File: src/rtl/scan_mux_pkg.sv
// Shared types for scan_mux: FSM state encoding and mode select constants.
package scan_mux_pkg;

  typedef logic [1:0] state_t;

  localparam state_t ST_IDLE   = 2'd0;
  localparam state_t ST_DIRECT = 2'd1;
  localparam state_t ST_SCAN   = 2'd2;

  localparam logic MODE_DIRECT = 1'b0;
  localparam logic MODE_SCAN   = 1'b1;

endpackage

File: src/rtl/scan_mux_if.sv
// Channel-mux bus: packed channel data and controls in, registered selection out.
interface scan_mux_if #(
  parameter int NCH = 4,
  parameter int W   = 1,
  parameter int DW  = 8
);
  localparam int SELW = $clog2(NCH);

  logic [NCH*W-1:0] din;
  logic [SELW-1:0]  sel;
  logic             mode;
  logic             en;
  logic [DW-1:0]    dwell;
  logic [W-1:0]     op;
  logic [SELW-1:0]  op_ch;
  logic             op_valid;
  logic             wrap;
  logic             sel_err;

  modport master (output din, sel, mode, en, dwell,
                  input  op, op_ch, op_valid, wrap, sel_err);
  modport slave  (input  din, sel, mode, en, dwell,
                  output op, op_ch, op_valid, wrap, sel_err);
endinterface

File: src/rtl/scan_mux_ctr.sv
// Scan dwell counter and channel index; ch is the channel for the current cycle.
// restart forces channel 0 / count 0 so scan entry never reports a wrap.
module scan_ctr #(
  parameter int NCH = 4,
  parameter int DW  = 8
) (
  input  logic                    clk,
  input  logic                    rst_n,
  input  logic                    run,
  input  logic                    restart,
  input  logic [DW-1:0]           dwell,
  output logic [$clog2(NCH)-1:0]  ch,
  output logic                    wrap_next
);
  localparam int SELW = $clog2(NCH);
  localparam logic [SELW-1:0] LAST = SELW'(NCH - 1);

  logic [SELW-1:0] ch_q;
  logic [DW-1:0]   cnt_q;
  logic [DW-1:0]   cnt_cur;
  logic            done;

  // An all-ones counter also advances, so lowering dwell below the count never stalls.
  always_comb begin
    ch        = restart ? '0 : ch_q;
    cnt_cur   = restart ? '0 : cnt_q;
    done      = (cnt_cur == dwell) || (cnt_cur == '1);
    wrap_next = !restart && (ch_q == '0) && (cnt_q == '0);
  end

  always_ff @(posedge clk) begin
    if (!rst_n) begin
      ch_q  <= '0;
      cnt_q <= '0;
    end else if (run) begin
      cnt_q <= done ? '0 : cnt_cur + 1'b1;
      if (done)
        ch_q <= (ch == LAST) ? '0 : ch + 1'b1;
      else
        ch_q <= ch;
    end
  end

endmodule

File: src/rtl/scan_mux.sv
// Registered N-channel mux with direct select or auto-scan; one cycle input-to-output latency.
// No backpressure: a new selection is registered every enabled cycle.
module scan_mux
  import scan_mux_pkg::*;
#(
  parameter int NCH = 4,
  parameter int W   = 1,
  parameter int DW  = 8
) (
  input  logic     clk,
  input  logic     rst_n,
  scan_mux_if.slave bus
);
  localparam int SELW = $clog2(NCH);
  localparam logic [SELW:0] NCH_X = (SELW + 1)'(NCH);

  state_t          state;
  logic [W-1:0]    chan [1 << SELW];
  logic [SELW-1:0] ch;
  logic            wrap_next;
  logic            run;
  logic            restart;
  logic            sel_ok;

  // Unused index slots read as zero so an out-of-range sel never indexes past the array.
  for (genvar k = 0; k < (1 << SELW); k++) begin : g_chan
    if (k < NCH) begin : g_real
      assign chan[k] = bus.din[k*W +: W];
    end else begin : g_pad
      assign chan[k] = '0;
    end
  end

  assign run     = bus.en && (bus.mode == MODE_SCAN);
  assign restart = (state != ST_SCAN);
  assign sel_ok  = ({1'b0, bus.sel} < NCH_X);

  scan_ctr #(.NCH(NCH), .DW(DW)) u_ctr (
    .clk       (clk),
    .rst_n     (rst_n),
    .run       (run),
    .restart   (restart),
    .dwell     (bus.dwell),
    .ch        (ch),
    .wrap_next (wrap_next)
  );

  always_ff @(posedge clk) begin
    if (!rst_n) begin
      state        <= ST_IDLE;
      bus.op       <= '0;
      bus.op_ch    <= '0;
      bus.op_valid <= 1'b0;
      bus.wrap     <= 1'b0;
      bus.sel_err  <= 1'b0;
    end else begin
      bus.wrap    <= 1'b0;
      bus.sel_err <= 1'b0;
      if (!bus.en) begin
        state        <= ST_IDLE;
        bus.op_valid <= 1'b0;
      end else if (bus.mode == MODE_DIRECT) begin
        state     <= ST_DIRECT;
        bus.op_ch <= bus.sel;
        if (sel_ok) begin
          bus.op       <= chan[bus.sel];
          bus.op_valid <= 1'b1;
        end else begin
          bus.op       <= '0;
          bus.op_valid <= 1'b0;
          bus.sel_err  <= 1'b1;
        end
      end else begin
        state        <= ST_SCAN;
        bus.op       <= chan[ch];
        bus.op_ch    <= ch;
        bus.op_valid <= 1'b1;
        bus.wrap     <= wrap_next;
      end
    end
  end

endmodule

File: src/flat_wrapper.sv
// flat-port wrapper written by rule: the top's interface ports become plain ports
module scan_mux_flat import scan_mux_pkg::*;
#(
  parameter int NCH = 4,
  parameter int W   = 1,
  parameter int DW  = 8
)
  (clk, rst_n, bus_din, bus_sel, bus_mode, bus_en, bus_dwell, bus_op, bus_op_ch, bus_op_valid, bus_wrap, bus_sel_err);
  scan_mux_if #(.NCH(NCH), .W(W), .DW(DW)) bus_i ();
  input  logic clk;
  input  logic rst_n;
  input wire logic [$bits(bus_i.din)-1:0] bus_din;
  input wire logic [$bits(bus_i.sel)-1:0] bus_sel;
  input wire logic [$bits(bus_i.mode)-1:0] bus_mode;
  input wire logic [$bits(bus_i.en)-1:0] bus_en;
  input wire logic [$bits(bus_i.dwell)-1:0] bus_dwell;
  output wire logic [$bits(bus_i.op)-1:0] bus_op;
  output wire logic [$bits(bus_i.op_ch)-1:0] bus_op_ch;
  output wire logic [$bits(bus_i.op_valid)-1:0] bus_op_valid;
  output wire logic [$bits(bus_i.wrap)-1:0] bus_wrap;
  output wire logic [$bits(bus_i.sel_err)-1:0] bus_sel_err;
  assign bus_i.din = bus_din;
  assign bus_i.sel = bus_sel;
  assign bus_i.mode = bus_mode;
  assign bus_i.en = bus_en;
  assign bus_i.dwell = bus_dwell;
  assign bus_op = bus_i.op;
  assign bus_op_ch = bus_i.op_ch;
  assign bus_op_valid = bus_i.op_valid;
  assign bus_wrap = bus_i.wrap;
  assign bus_sel_err = bus_i.sel_err;
  scan_mux #(.NCH(NCH), .W(W), .DW(DW)) u_core (.clk(clk), .rst_n(rst_n), .bus(bus_i));
endmodule
File: config.mk
export PLATFORM = sky130hd
export DESIGN_NAME = scan_mux_flat
export DESIGN_NICKNAME = d
export VERILOG_FILES = /design/src/rtl/scan_mux_pkg.sv /design/src/rtl/scan_mux_if.sv /design/src/rtl/scan_mux_ctr.sv /design/src/rtl/scan_mux.sv /design/src/flat_wrapper.sv
export SDC_FILE = /design/constraint.sdc
export NUM_CORES = 1
export LEC_CHECK = 0
export CELL_PAD_IN_SITES_DETAIL_PLACEMENT = 1
export CELL_PAD_IN_SITES_GLOBAL_PLACEMENT = 1
export CORE_MARGIN = 1.5
export CORE_UTILIZATION = 40
export DETAILED_ROUTE_END_ITERATION = 7
export PLACE_DENSITY = 0.94
export RECOVER_POWER = 25
export SYNTH_ARGS = -nofsm -noshare
export SYNTH_HDL_FRONTEND = slang
export SYNTH_SLANG_ARGS = --single-unit
File: constraint.sdc
create_clock -name clk -period 6 [get_ports clk]
set_input_delay 1.8 -clock clk [delete_from_list [all_inputs] [get_ports clk]]
set_output_delay 1.8 -clock clk [all_outputs]
set_load 0.02 [all_outputs]
==> metrics.txt <==
Worst Setup End Kind=flip-flop; fin. max-slew vios=0; routed wire length per instance=15.6 um; net count of the finished layout=183; area of the mapped netlist=0.00126 mm2; endpoint of the lowest-slack register-to-register path=u_core.u_ctr.cnt_q[3]; fraction of the mapped netlist area in simple logic gates=31.8%; setup bufs post-CTS=0; PostCTS Resize Cnt=0; detail-routed via count per cell=5.67; status=complete, no violations; number of enable-type register cells in the synthesized netlist=0; data required time of the worst path=6.23 ns; hpwl dp=2.41 mm; Post-Synth Adder-Cell Area=0.995%; beginning of the worst register-to-register path=u_core.state[1]; per-instance average area after synthesis=8.17 um2; flip-flop and latch count after synthesis=17; count of antenna diodes in the layout=0; io pins=24; count of buffer and inverter cells on the critical path=1; largest net degree at the start of global routing=20; Synth Area in XOR/XNOR=3.48%; dominant register cell in the synthesized netlist=dfxtp_1; number of global-route vias before repair=1182; worst slack at placement=2.28 ns; largest area contributor in the netlist=dfxtp_1; aggregate routed wire length=3.24 mm; total setup violations reported at the end of the flow=0; fraction of layout cells with a size suffix above 1=6.75%; insertion delay of the later-clocked pin in the worst-skew pair=0.30 ns; start point of the critical path=bus_mode; library cell with the highest instance count after synthesis=dfxtp_1; DR DRC count=0; master cell of the clock root buffer=clkbuf_4; sum of overflow across all layers after global routing=0; initial cell density of the core=41.5%; PD cells=155 mW/mm2; Post-Synthesis Net Count=173; area growth from synthesis to layout=15.7%; Overall Global Routing Usage=20.2%; Async S/R FF share, synth=0%; leading post-synthesis cells by cell area=dfxtp_1, nor2_1, nand3_1, buf_6, nand2_1; wire length of the first global-routing pass=5.40 mm; Leak=0.503 nW; number of library cell types mapped by synthesis=47; Bufs on Longest Clock Path=2; Post-DRT Antenna Nets=0; crit share post-route=57.2%; register-to-register path setup slack=3.78 ns; setup_tns=0 ns; number of cells produced by synthesis=154; gpl congestion=0.798; Port Buffers=22; cell depth of the worst flop-to-flop path=8; critical path's slowest cell=clkdlybuf4s50_1; count of warnings emitted by yosys=0; initial DRC count=32; PnR worst setup slack=2.57 ns; family with the most delay on the worst path=compound AO/OA/AOI/OAI gates; final hold violation count=0; core footprint=0.00303 mm2; maximum ir drop on the vdd rail=0.000111 V; Hold Path Depth=1; area of the die=0.00349 mm2; ordered cell list for the critical path=clkdlybuf4s50_1 -> nand2_1 -> a2111oi_1 -> a21oi_1 -> a21boi_1; routed via count=1174; Clock Sink Count=17; normalized max-slew margin=58.2%; complex-gate fraction of the synthesized area=23.3%; maximum single-stage delay on the critical path=0.67 ns; CP arrival=3.66 ns; Fillers=368; Maximum Capacitance Violations=0; Critical Path Start Type=input pin; floorplan row count=20; die height=59.1 um; Final Util=48.1%; detailed-router iteration count before antenna repair=4; RSZ-0062 raised after global routing=no; Post-synth top cells=dfxtp_1, nor2_1, nand2_1; chip width=59.1 um; fraction of post-synthesis cell area in the top cell type by area=27.1%; clock buffer count from CTS=3; Fmax=292 MHz; number of hold buffers added after CTS=0; CTS tree=yes; clock-pin transition on the worst setup and hold timing paths=0.10 ns; largest fanout on the critical path=19; multiplexer share of the synthesized area=4.18%; crit path capture=u_core.u_ctr.cnt_q[4]; largest family of logic cells by synthesized area=simple AND/OR/NAND/NOR gates; post-route minimum period=3.43 ns; H-tree depth reported by CTS=1; post-synthesis sequential area ratio=27.1%; critical setup path kind=in2reg; number of antenna violations at the first check in global routing=0; worst hold path class=reg2reg; Tightest Pin Transition=0.625 ns; cell depth of the worst setup path=5; setup skew after layout=0.000517 ns
## layer usage
| layer | global-route usage (%) | up-vias | wire (um) |
|---|---|---|---|
| met2 | 35.7 | 20 | 1610 |
| met4 | 6.82 | 0 | 50 |
| met5 | 0 | - | 0 |
| met3 | 2.18 | 5 | 78 |
| met1 | 25.4 | 573 | 1500 |
| li1 | - | 576 | - |
## stage by stage
| step | hold slack [ns] | power [mW] | area, um2 | std cells |
|---|---|---|---|---|
| 2_1_floorplan | 0.563 | 0.144 | 1260 | 154 |
| 6_report | 0.509 | 0.225 | 1460 | 207 |
| 4_1_cts | 0.509 | 0.226 | 1460 | 207 |
| 3_5_place_dp | 0.475 | 0.164 | 1430 | 203 |
| 3_3_place_gp | 0.470 | 0.162 | 1430 | 203 |
| 5_1_grt | 0.536 | 0.237 | 1460 | 207 |
## how the worst min path moves through the flow
stage / from / endpoint
after floorplan: u_core.u_ctr.cnt_q[7] / u_core.u_ctr.cnt_q[7]
after global placement: u_core.bus.op / u_core.bus.op
after detailed placement: u_core.bus.op_ch[1] / u_core.bus.op_ch[1]
after CTS: u_core.bus.op_ch[1] / u_core.bus.op_ch[1]
after global routing: u_core.bus.op_ch[1] / u_core.bus.op_ch[1]
final: u_core.bus.op / u_core.bus.op
## cell families (layout without fill, tap and decap cells)
| family | Yosys count | after routing |
|---|---|---|
| simple gates | 71 | 71 |
| compound gates | 36 | 36 |
| buf+inv | 19 | 28 |
| flops | 17 | 17 |
| xor+xnor | 5 | 5 |
| mux | 4 | 4 |
| fa+ha+maj | 1 | 1 |
| other cells | 1 | 1 |
## placed cells by master, fill, tap and decap left out, drive strengths merged
master         netlist  layout
clkdlybuf4s50        0      21
dfxtp               17      17
nor2                16      16
nand2               12      12
o21ai               11      11
nand3               10      10
nor2b                7       7
nand4                7       7
nand2b               5       5
nor4                 4       4
clkbuf              10       4
a32oi                4       4
o211a                3       3
a21oi                3       3
mux2i                3       3
o211ai               3       3
xnor2                3       3
a21boi               3       3
inv                  2       2
xor2                 2       2
nand4bb              2       2
o32a                 2       2
a22oi                2       2
and2                 2       2
and2b                1       1
and4                 1       1
o221ai               1       1
a31oi                1       1
mux4                 1       1
nand4b               1       1
and3                 1       1
nor3b                1       1
o41a                 1       1
a2111oi              1       1
nor3                 1       1
a21o                 1       1
ha                   1       1
conb                 1       1
dlygate4sd3          0       1
## sequential cells by signal, summed over array words and instances (netlist names)
register	flops
u_core.u_ctr.ch_q	2
u_core.bus.op_valid	1
u_core.bus.op_ch	2
u_core.state	2
u_core.u_ctr.cnt_q	8
u_core.bus.op	1
u_core.bus.wrap	1
## power breakdown
group / switching (mW) / internal (mW) / leakage [nW]
clock: 0.0380 / 0.0259 / 0.0150
combinational: 0.0213 / 0.0219 / 0.350
sequential: 0.00245 / 0.116 / 0.138
total: 0.0617 / 0.163 / 0.503
## final cells by class
cell class / count / area, um2 / area share (%)
Sequential cell: 17 / 340 / 23.4
Tap cell: 44 / 55.1 / 3.78
Timing Repair Buffer: 22 / 220 / 15.1
Multi-Input combinational cell: 118 / 806 / 55.4
Clock buffer: 4 / 26.3 / 1.81
Inverter: 2 / 7.51 / 0.516
(Power assumes the default switching activity.)
